--- src/rtl/fetch.sv ---
// fetch: instruction fetch stage with IF/ID register, one-entry skid buffer and wrong-path drain.
module fetch #(
  parameter int XLEN = 32,
  parameter logic [XLEN-1:0] RESET_PC = '0
) (
  input  logic            clk,
  input  logic            rst,
  input  logic            F_stall,
  input  logic            F_redirect,
  input  logic [XLEN-1:0] F_target,
  output logic            imem_req,
  output logic [XLEN-1:0] imem_addr,
  input  logic            imem_valid,
  input  logic [XLEN-1:0] imem_rdata,
  output logic [XLEN-1:0] D_inst,
  output logic [XLEN-1:0] D_pc,
  output logic [XLEN-1:0] D_pc4,
  output logic            D_valid
);
  typedef enum logic [1:0] {FETCH, BUF, DRAIN} state_t;
  state_t          state_q;
  logic [XLEN-1:0] fetch_pc_q, redir_pc_q, buf_inst_q, buf_pc_q, d_inst_q, d_pc_q;
  logic            d_valid_q;
  logic [XLEN-1:0] tgt, pc_inc;
  logic            accept;
  assign tgt       = F_target & ~XLEN'(3);
  assign pc_inc    = fetch_pc_q + XLEN'(4);
  assign accept    = !F_stall || !d_valid_q;
  assign imem_req  = !rst && state_q != BUF;
  assign imem_addr = fetch_pc_q;
  assign D_inst    = d_inst_q;
  assign D_pc      = d_pc_q;
  assign D_pc4     = d_pc_q + XLEN'(4);
  assign D_valid   = d_valid_q;
  always_ff @(posedge clk) begin
    if (rst) begin
      state_q    <= FETCH;
      fetch_pc_q <= RESET_PC;
      redir_pc_q <= '0;
      buf_inst_q <= '0;
      buf_pc_q   <= '0;
      d_inst_q   <= '0;
      d_pc_q     <= '0;
      d_valid_q  <= 1'b0;
    end else begin
      case (state_q)
        FETCH:
          if (F_redirect) begin
            d_valid_q <= 1'b0;
            if (imem_valid) fetch_pc_q <= tgt;
            else begin
              redir_pc_q <= tgt;
              state_q    <= DRAIN;
            end
          end else if (imem_valid) begin
            fetch_pc_q <= pc_inc;
            if (accept) begin
              d_inst_q  <= imem_rdata;
              d_pc_q    <= fetch_pc_q;
              d_valid_q <= 1'b1;
            end else begin
              buf_inst_q <= imem_rdata;
              buf_pc_q   <= fetch_pc_q;
              state_q    <= BUF;
            end
          end else if (accept) d_valid_q <= 1'b0;
        BUF:
          if (F_redirect) begin
            d_valid_q  <= 1'b0;
            fetch_pc_q <= tgt;
            state_q    <= FETCH;
          end else if (!F_stall) begin
            d_inst_q  <= buf_inst_q;
            d_pc_q    <= buf_pc_q;
            d_valid_q <= 1'b1;
            state_q   <= FETCH;
          end
        DRAIN: begin
          // DRAIN is only entered through a redirect, so the ID register is already a bubble
          d_valid_q <= 1'b0;
          if (F_redirect) redir_pc_q <= tgt;
          if (imem_valid) begin
            fetch_pc_q <= F_redirect ? tgt : redir_pc_q;
            state_q    <= FETCH;
          end
        end
        default: state_q <= FETCH;
      endcase
    end
  end
endmodule
--- config.mk ---
export PLATFORM = sky130hd
export DESIGN_NAME = fetch
export DESIGN_NICKNAME = d
export VERILOG_FILES = /design/src/rtl/fetch.sv
export SDC_FILE = /design/constraint.sdc
export NUM_CORES = 1
export LEC_CHECK = 0
export CORE_UTILIZATION = 52
export CTS_CLUSTER_DIAMETER = 120
export CTS_CLUSTER_SIZE = 14
export DETAILED_ROUTE_END_ITERATION = 10
export PLACE_DENSITY = 0.78
export SYNTH_ARGS = -nofsm -noshare
export SYNTH_HDL_FRONTEND = slang
export SYNTH_SLANG_ARGS = --single-unit
--- constraint.sdc ---
create_clock -name clk -period 2.8 [get_ports clk]
set_input_delay 0.42 -clock clk [delete_from_list [all_inputs] [get_ports clk]]
set_output_delay 0.42 -clock clk [all_outputs]
set_load 0.1 [all_outputs]
# == Yosys cells after proc, flatten, opt, wreduce, memory -nomap -nowiden ==
# Cells that the tools add are included.
# classes
addsub,2
n_eq_ne,17
n_mux,37
bitwise_logic,2
n_reduce_logical,15
# op_table
op,n
$mux W32,18
$pmux W32 S2,3
$pmux W32 S3,1
$add A32 B3 Y32 const B,2
$ne A2 B2 Y1 const B,9
$ne A3 B3 Y1 const B,5
$mux W2,7
$reduce_and A4 Y1,2
$mux W1,6
$pmux W2 S3,1
$reduce_and A3 Y1,2
$reduce_and A6 Y1,1
$reduce_and A5 Y1,1
$reduce_bool A2 Y1,2
$logic_not A1 Y1,3
$pmux W1 S3,1
$reduce_bool A3 Y1,1
$eq A2 B1 Y1 const B,1
$eq A2 B2 Y1 const B,1
$logic_not A2 Y1,1
$ne A2 B1 Y1 const B,1
$not A1 Y1,2
$logic_and A1 B1 Y1,1
$logic_or A1 B1 Y1,1
# totals
regBits,195
elab_cells,81

# == Longest topological paths before layout ==
# depth
depth_word,6
mapped_depth,10
mapped_depth_nobuf,7

# == Worst setup path before layout ==
# Ideal clock, no wire load.
# synth_timing
kind,flip-flop to output port
startpoint,register d_pc_q[2] (netlist: D_pc[2])
endpoint,output port D_pc4[26]
arrival_time_ns,3.954
required_time_ns,2.380
setup_slack_ns,-1.574
path_stages_with_launch,7
n_path_buf,0
path_cell_list,dfxtp_1 ha_1 nand3_1 nor3_1 and3_1 nand3_1 xnor2_1
# synth_via
elab_chain_cells,1
# synth_rtl
element,line,rtl
"start, declared",22,"logic [XLEN-1:0] fetch_pc_q, redir_pc_q, buf_inst_q, buf_pc_q, d_inst_q, d_pc_q;"
"start signal, assigned",59,d_pc_q <= fetch_pc_q;
"start signal, assigned",74,d_pc_q <= buf_pc_q;
$add A32 B3 Y32,33,assign D_pc4 = d_pc_q + XLEN'(4);
"end, declared",17,"output logic [XLEN-1:0] D_pc4,"
# Every way passes these cells.

# == Worst setup path after layout ==
# layout_timing
startpoint,register d_pc_q[12] (netlist: D_pc[12])
endpoint,output port D_pc4[27]
# The elaborated chain is that of the path after synthesis.

==> impl_table.tex <==
\begin{tabular}{lr}
\hline
Metric & Value \\
\hline
\multicolumn{2}{l}{\textbf{Layout}} \\
\quad Share of final-layout standard cells stronger than drive strength 1 & 20.8\% \\
\quad Area overhead of the layout relative to synthesis & 32.7\% \\
\quad Most frequent cells in the layout & sky130\_fd\_sc\_hd\_\_nand2\_1 (246), sky130\_fd\_sc\_hd\_\_dfxtp\_1 (170), sky130\_fd\_sc\_hd\_\_buf\_4 (142), sky130\_fd\_sc\_hd\_\_a21oi\_1 (138), sky130\_fd\_sc\_hd\_\_nor2\_1 (97) \\
\quad Most common library cell in the layout ignoring fill and taps & sky130\_fd\_sc\_hd\_\_nand2\_1 \\
\quad Fin nets & 1433 \\
\quad Number of antenna diodes & 0 \\
\quad Filler cell count & 1474 \\
\quad Final core area utilization & 70.6\% \\
\quad Post-route non-filler standard cell count & 1601 \\
\multicolumn{2}{l}{\textbf{Floorplan}} \\
\quad Standard-cell row count & 49 \\
\quad Overall die area & 19000 um2 \\
\quad Starting density of the core & 53.2\% \\
\quad Overall die width & 138 um \\
\quad Core region area & 18000 um2 \\
\quad Ports placed on the boundary & 199 \\
\quad Overall die height & 138 um \\
\multicolumn{2}{l}{\textbf{Synth}} \\
\quad Dominant combinational cell family by area after synthesis & compound AO/OA/AOI/OAI gates \\
\quad Synthesized netlist cell count & 1210 \\
\quad Leading area contributor after synthesis & sky130\_fd\_sc\_hd\_\_dfxtp\_1 \\
\quad Share of cell area taken by muxes after synthesis & 8.33\% \\
\quad XOR/XNOR Fraction of Synth Area & 2.92\% \\
\quad Sequential element share of the synthesized area & 40.7\% \\
\quad Netlist cell types & 62 \\
\quad Warning count from the yosys run & 0 \\
\quad Synth top area cells & sky130\_fd\_sc\_hd\_\_dfxtp\_1 (41\%), sky130\_fd\_sc\_hd\_\_nand2\_1 (9.6\%), sky130\_fd\_sc\_hd\_\_mux2i\_1 (7.5\%) \\
\quad Number of enable flip-flop cells after synthesis & 0 \\
\quad Share of async-settable or async-resettable flops after synthesis & 0\% \\
\quad Post-synth top area share & 40.7\% \\
\quad Area of the mapped netlist & 9600 um2 \\
\quad Commonest register cell after synthesis & sky130\_fd\_sc\_hd\_\_dfxtp\_1 \\
\quad \#FFs+latches synth & 195 \\
\quad Average size of a mapped cell & 7.93 um2 \\
\quad Simple-gate share of the synthesized area & 20.5\% \\
\quad Net count after synthesis & 1284 \\
\quad Fraction of the mapped netlist area in compound gates & 21.6\% \\
\quad Synth Area in Adders & 0.652\% \\
\multicolumn{2}{l}{\textbf{Worst setup path}} \\
\quad Cell-by-cell listing of the critical path & nand4\_1 > nor3\_4 > and3\_2 > nand4\_1 > xnor2\_4 > buf\_12 \\
\quad Max FO, Critical Path & 4 \\
\quad Critical path required time & 2380 ps \\
\quad Arrival time at the worst endpoint & 2270 ps \\
\quad Endpoint kind of the worst setup timing path & output pin \\
\quad Cell type with the highest occurrence count on the critical path & sky130\_fd\_sc\_hd\_\_nand4\_1 \\
\quad Delay of the slowest cell on the worst path & 390 ps \\
\quad Slowest cell on the critical path & sky130\_fd\_sc\_hd\_\_dfxtp\_4 \\
\quad Path type of the worst setup path & reg -> out \\
\quad Crit start category & flip-flop \\
\multicolumn{2}{l}{\textbf{GRT}} \\
\quad GR peak layer & met2 \\
\quad Met1 capacity usage during global routing & 40.0\% \\
\quad Total overflow reported by the global router & 0 \\
\quad GR met2 Demand/Resource & 41.6\% \\
\quad Aggregate global-route resource usage & 27.8\% \\
\quad Pin count of the biggest net entering global routing & 98 \\
\quad Number of antenna violations at the first check in global routing & 0 \\
\quad Global-route wire length before repair & 41.4 mm \\
\quad Vias in the first global route & 7923 \\
\quad Grt met3 use & 4.82\% \\
\multicolumn{2}{l}{\textbf{Clocking}} \\
\quad CTS root buf & sky130\_fd\_sc\_hd\_\_clkbuf\_16 \\
\quad Cts hold-fix bufs & 0 \\
\quad Deepest level of the CTS H-tree & 4 \\
\quad Count of clock tree sinks & 195 \\
\quad Clock edge transition at the registers on the reported setup and hold paths & 70 ps \\
\quad Deepest clock path buffer count & 2 \\
\quad TritonCTS clock tree & built \\
\quad Total CTS buffers & 17 \\
\quad Later-pin clock latency in the skew report & 450 ps \\
\multicolumn{2}{l}{\textbf{Power}} \\
\quad Worst IR Drop VDD & 0.552 mV \\
\quad P per Cell Area & 627 nW/um2 \\
\quad Internal power of the cells & 4810 uW \\
\quad Net switching power of the design & 3180 uW \\
\quad Sequential power share & 39.2\% \\
\quad Combinational power share & 30.7\% \\
\quad Sw Share & 39.8\% \\
\quad Static leakage & 0.00465 uW \\
\quad Clock network fraction of total power & 30.1\% \\
\multicolumn{2}{l}{\textbf{Status}} \\
\quad Status & finished clean \\
\multicolumn{2}{l}{\textbf{Placed design}} \\
\quad Number of placed cells counting well taps & 1568 \\
\quad GP Congestion & 0.872 \\
\quad Post-DP HPWL & 18.4 mm \\
\quad Port Buf Inserts & 196 \\
\multicolumn{2}{l}{\textbf{Route}} \\
\quad DRC violation count after routing & 0 \\
\quad Post-route ant nets & 0 \\
\quad Iteration-0 DRC Markers & 843 \\
\quad Total via count after detailed routing & 9196 \\
\quad Number of vias per cell & 5.74 \\
\quad DR pass1 iterations & 5 \\
\quad Total routed wirelength & 26.3 mm \\
\quad WL per Instance & 16.4 um \\
\multicolumn{2}{l}{\textbf{Timing}} \\
\quad Period utilisation layout & 95.9\% \\
\quad Worst Clk Skew & 12.5 ps \\
\quad Final Setup Violations & 0 \\
\quad Maximum operating frequency & 372 MHz \\
\quad Number of hold-slack violations in the final timing report & 0 \\
\quad Fin. max-slew vios & 0 \\
\quad Clock period minus final worst setup slack & 2690 ps \\
\quad Setup tns final & 0 ps \\
\quad Slew Limit Headroom & 50.4\% \\
\quad Setup repair after global routing missed its margin & yes \\
\quad Worst Tran Pin Value & 744 ps \\
\multicolumn{2}{l}{\textbf{Worst hold path}} \\
\quad Classification of the worst-slack hold path & in -> reg \\
\multicolumn{2}{l}{\textbf{Flow run}} \\
\quad Number of max-cap violations & 0 \\
\hline
\end{tabular}
## flip-flops by register name (all words and copies together), names as in the netlist
signal,count
imem_addr,32
buf_inst_q,32
D_pc,32
state_q,2
D_inst,32
redir_pc_q,32
buf_pc_q,32
D_valid,1
## repair_timing
action	in CTS	in global routing
setup endpoints to repair	3	5
hold endpoints to repair	0	0
setup buffers	1	0
resized for setup	1	6
pin swaps	1	1
cloned	0	0
## metrics by stage
stage          power [uW]  setup WS [ps]  cell area [um2]  hold slack [ps]
6_report             7990            115            12700              415
3_5_place_dp         5640            289            12100              445
4_1_cts              8020           22.2            12700              437
2_1_floorplan        4950           -161             9960              434
5_1_grt              8290          -7.48            12700              441
3_3_place_gp         5610            352            12100              440
## worst max-delay path: cells and delay by family (launching register included)
family	cells	cell delay [ps]
and+or+nand+nor	4	1000
DFF	1	390
xor gates and xnor gates	1	240
buffers and inverters	1	190
## cells in the mapped netlist, types with 2 or more instances
cell type,instances
sky130_fd_sc_hd__a211oi_1,76
sky130_fd_sc_hd__a21o_1,7
sky130_fd_sc_hd__a21oi_1,138
sky130_fd_sc_hd__a221o_1,5
sky130_fd_sc_hd__a221oi_1,6
sky130_fd_sc_hd__a22o_1,10
sky130_fd_sc_hd__a22oi_1,16
sky130_fd_sc_hd__a311oi_1,2
sky130_fd_sc_hd__a31oi_1,5
sky130_fd_sc_hd__a32oi_1,2
sky130_fd_sc_hd__and3_1,13
sky130_fd_sc_hd__and4_1,2
sky130_fd_sc_hd__buf_1,15
sky130_fd_sc_hd__buf_2,19
sky130_fd_sc_hd__buf_4,3
sky130_fd_sc_hd__clkbuf_1,67
sky130_fd_sc_hd__dfxtp_1,195
sky130_fd_sc_hd__ha_1,5
sky130_fd_sc_hd__inv_1,18
sky130_fd_sc_hd__mux2_2,7
sky130_fd_sc_hd__mux2i_1,72
sky130_fd_sc_hd__nand2_1,246
sky130_fd_sc_hd__nand2b_1,2
sky130_fd_sc_hd__nand3_1,24
sky130_fd_sc_hd__nand3b_1,2
sky130_fd_sc_hd__nand4_1,17
sky130_fd_sc_hd__nor2_1,99
sky130_fd_sc_hd__nor2b_1,4
sky130_fd_sc_hd__nor3_1,18
sky130_fd_sc_hd__nor4_1,5
sky130_fd_sc_hd__o211ai_1,5
sky130_fd_sc_hd__o21a_1,4
sky130_fd_sc_hd__o21ai_0,21
sky130_fd_sc_hd__o21ai_1,2
sky130_fd_sc_hd__o221ai_1,6
sky130_fd_sc_hd__o32a_1,2
sky130_fd_sc_hd__o41ai_1,2
sky130_fd_sc_hd__or2_2,5
sky130_fd_sc_hd__or3_1,4
sky130_fd_sc_hd__or4_1,7
sky130_fd_sc_hd__xnor2_1,24
sky130_fd_sc_hd__xor2_1,8
## power groups by stage
| stage | Combinational, uW | Clock [uW] | Sequential [uW] |
|---|---|---|---|
| after floorplan | 938 | 0 | 4020 |
| after global placement | 2420 | 0 | 3180 |
| after detailed placement | 2440 | 0 | 3190 |
| after CTS | 2450 | 2440 | 3130 |
| after global routing | 2570 | 2560 | 3160 |
| final | 2450 | 2400 | 3130 |
## logic make-up (layout without fill, tap and decap cells)
family / after synthesis / in the layout
flip-flops: 195 / 195
XOR/XNOR: 32 / 32
adder cells (fa/ha/maj): 5 / 5
AND/OR/NAND/NOR: 455 / 455
multiplexers: 79 / 79
AO/OA/AOI/OAI: 320 / 320
buffers and inverters: 124 / 286
## routing by layer
metal | vias to the layer above | part of all wire [%]
li1 | 4604 | -
met1 | 4205 | 46
met2 | 350 | 45
met3 | 37 | 6.9
met4 | 0 | 2.2
met5 | - | 0
## worst paths after layout
path,depth (start not counted),slack [ps],from,endpoint
worst min-delay path,2,420,rst,D_valid
worst min register to register,2,450,buf_pc_q[28],buf_pc_q[28]
worst max-delay path,6,110,D_pc[12],D_pc4[27]
worst max register to register,8,290,state_q[0],imem_addr[29]
## layout make-up
class | count | area [um2] | area share, %
Clock buffer | 17 | 425 | 3.34
Clock inverter | 15 | 163 | 1.28
Inverter | 18 | 67.6 | 0.531
Multi-Input combinational cell | 891 | 5540 | 43.5
Sequential cell | 195 | 3960 | 31.1
Tap cell | 229 | 287 | 2.25
Timing Repair Buffer | 236 | 2280 | 17.9
(Power assumes the default switching activity.)
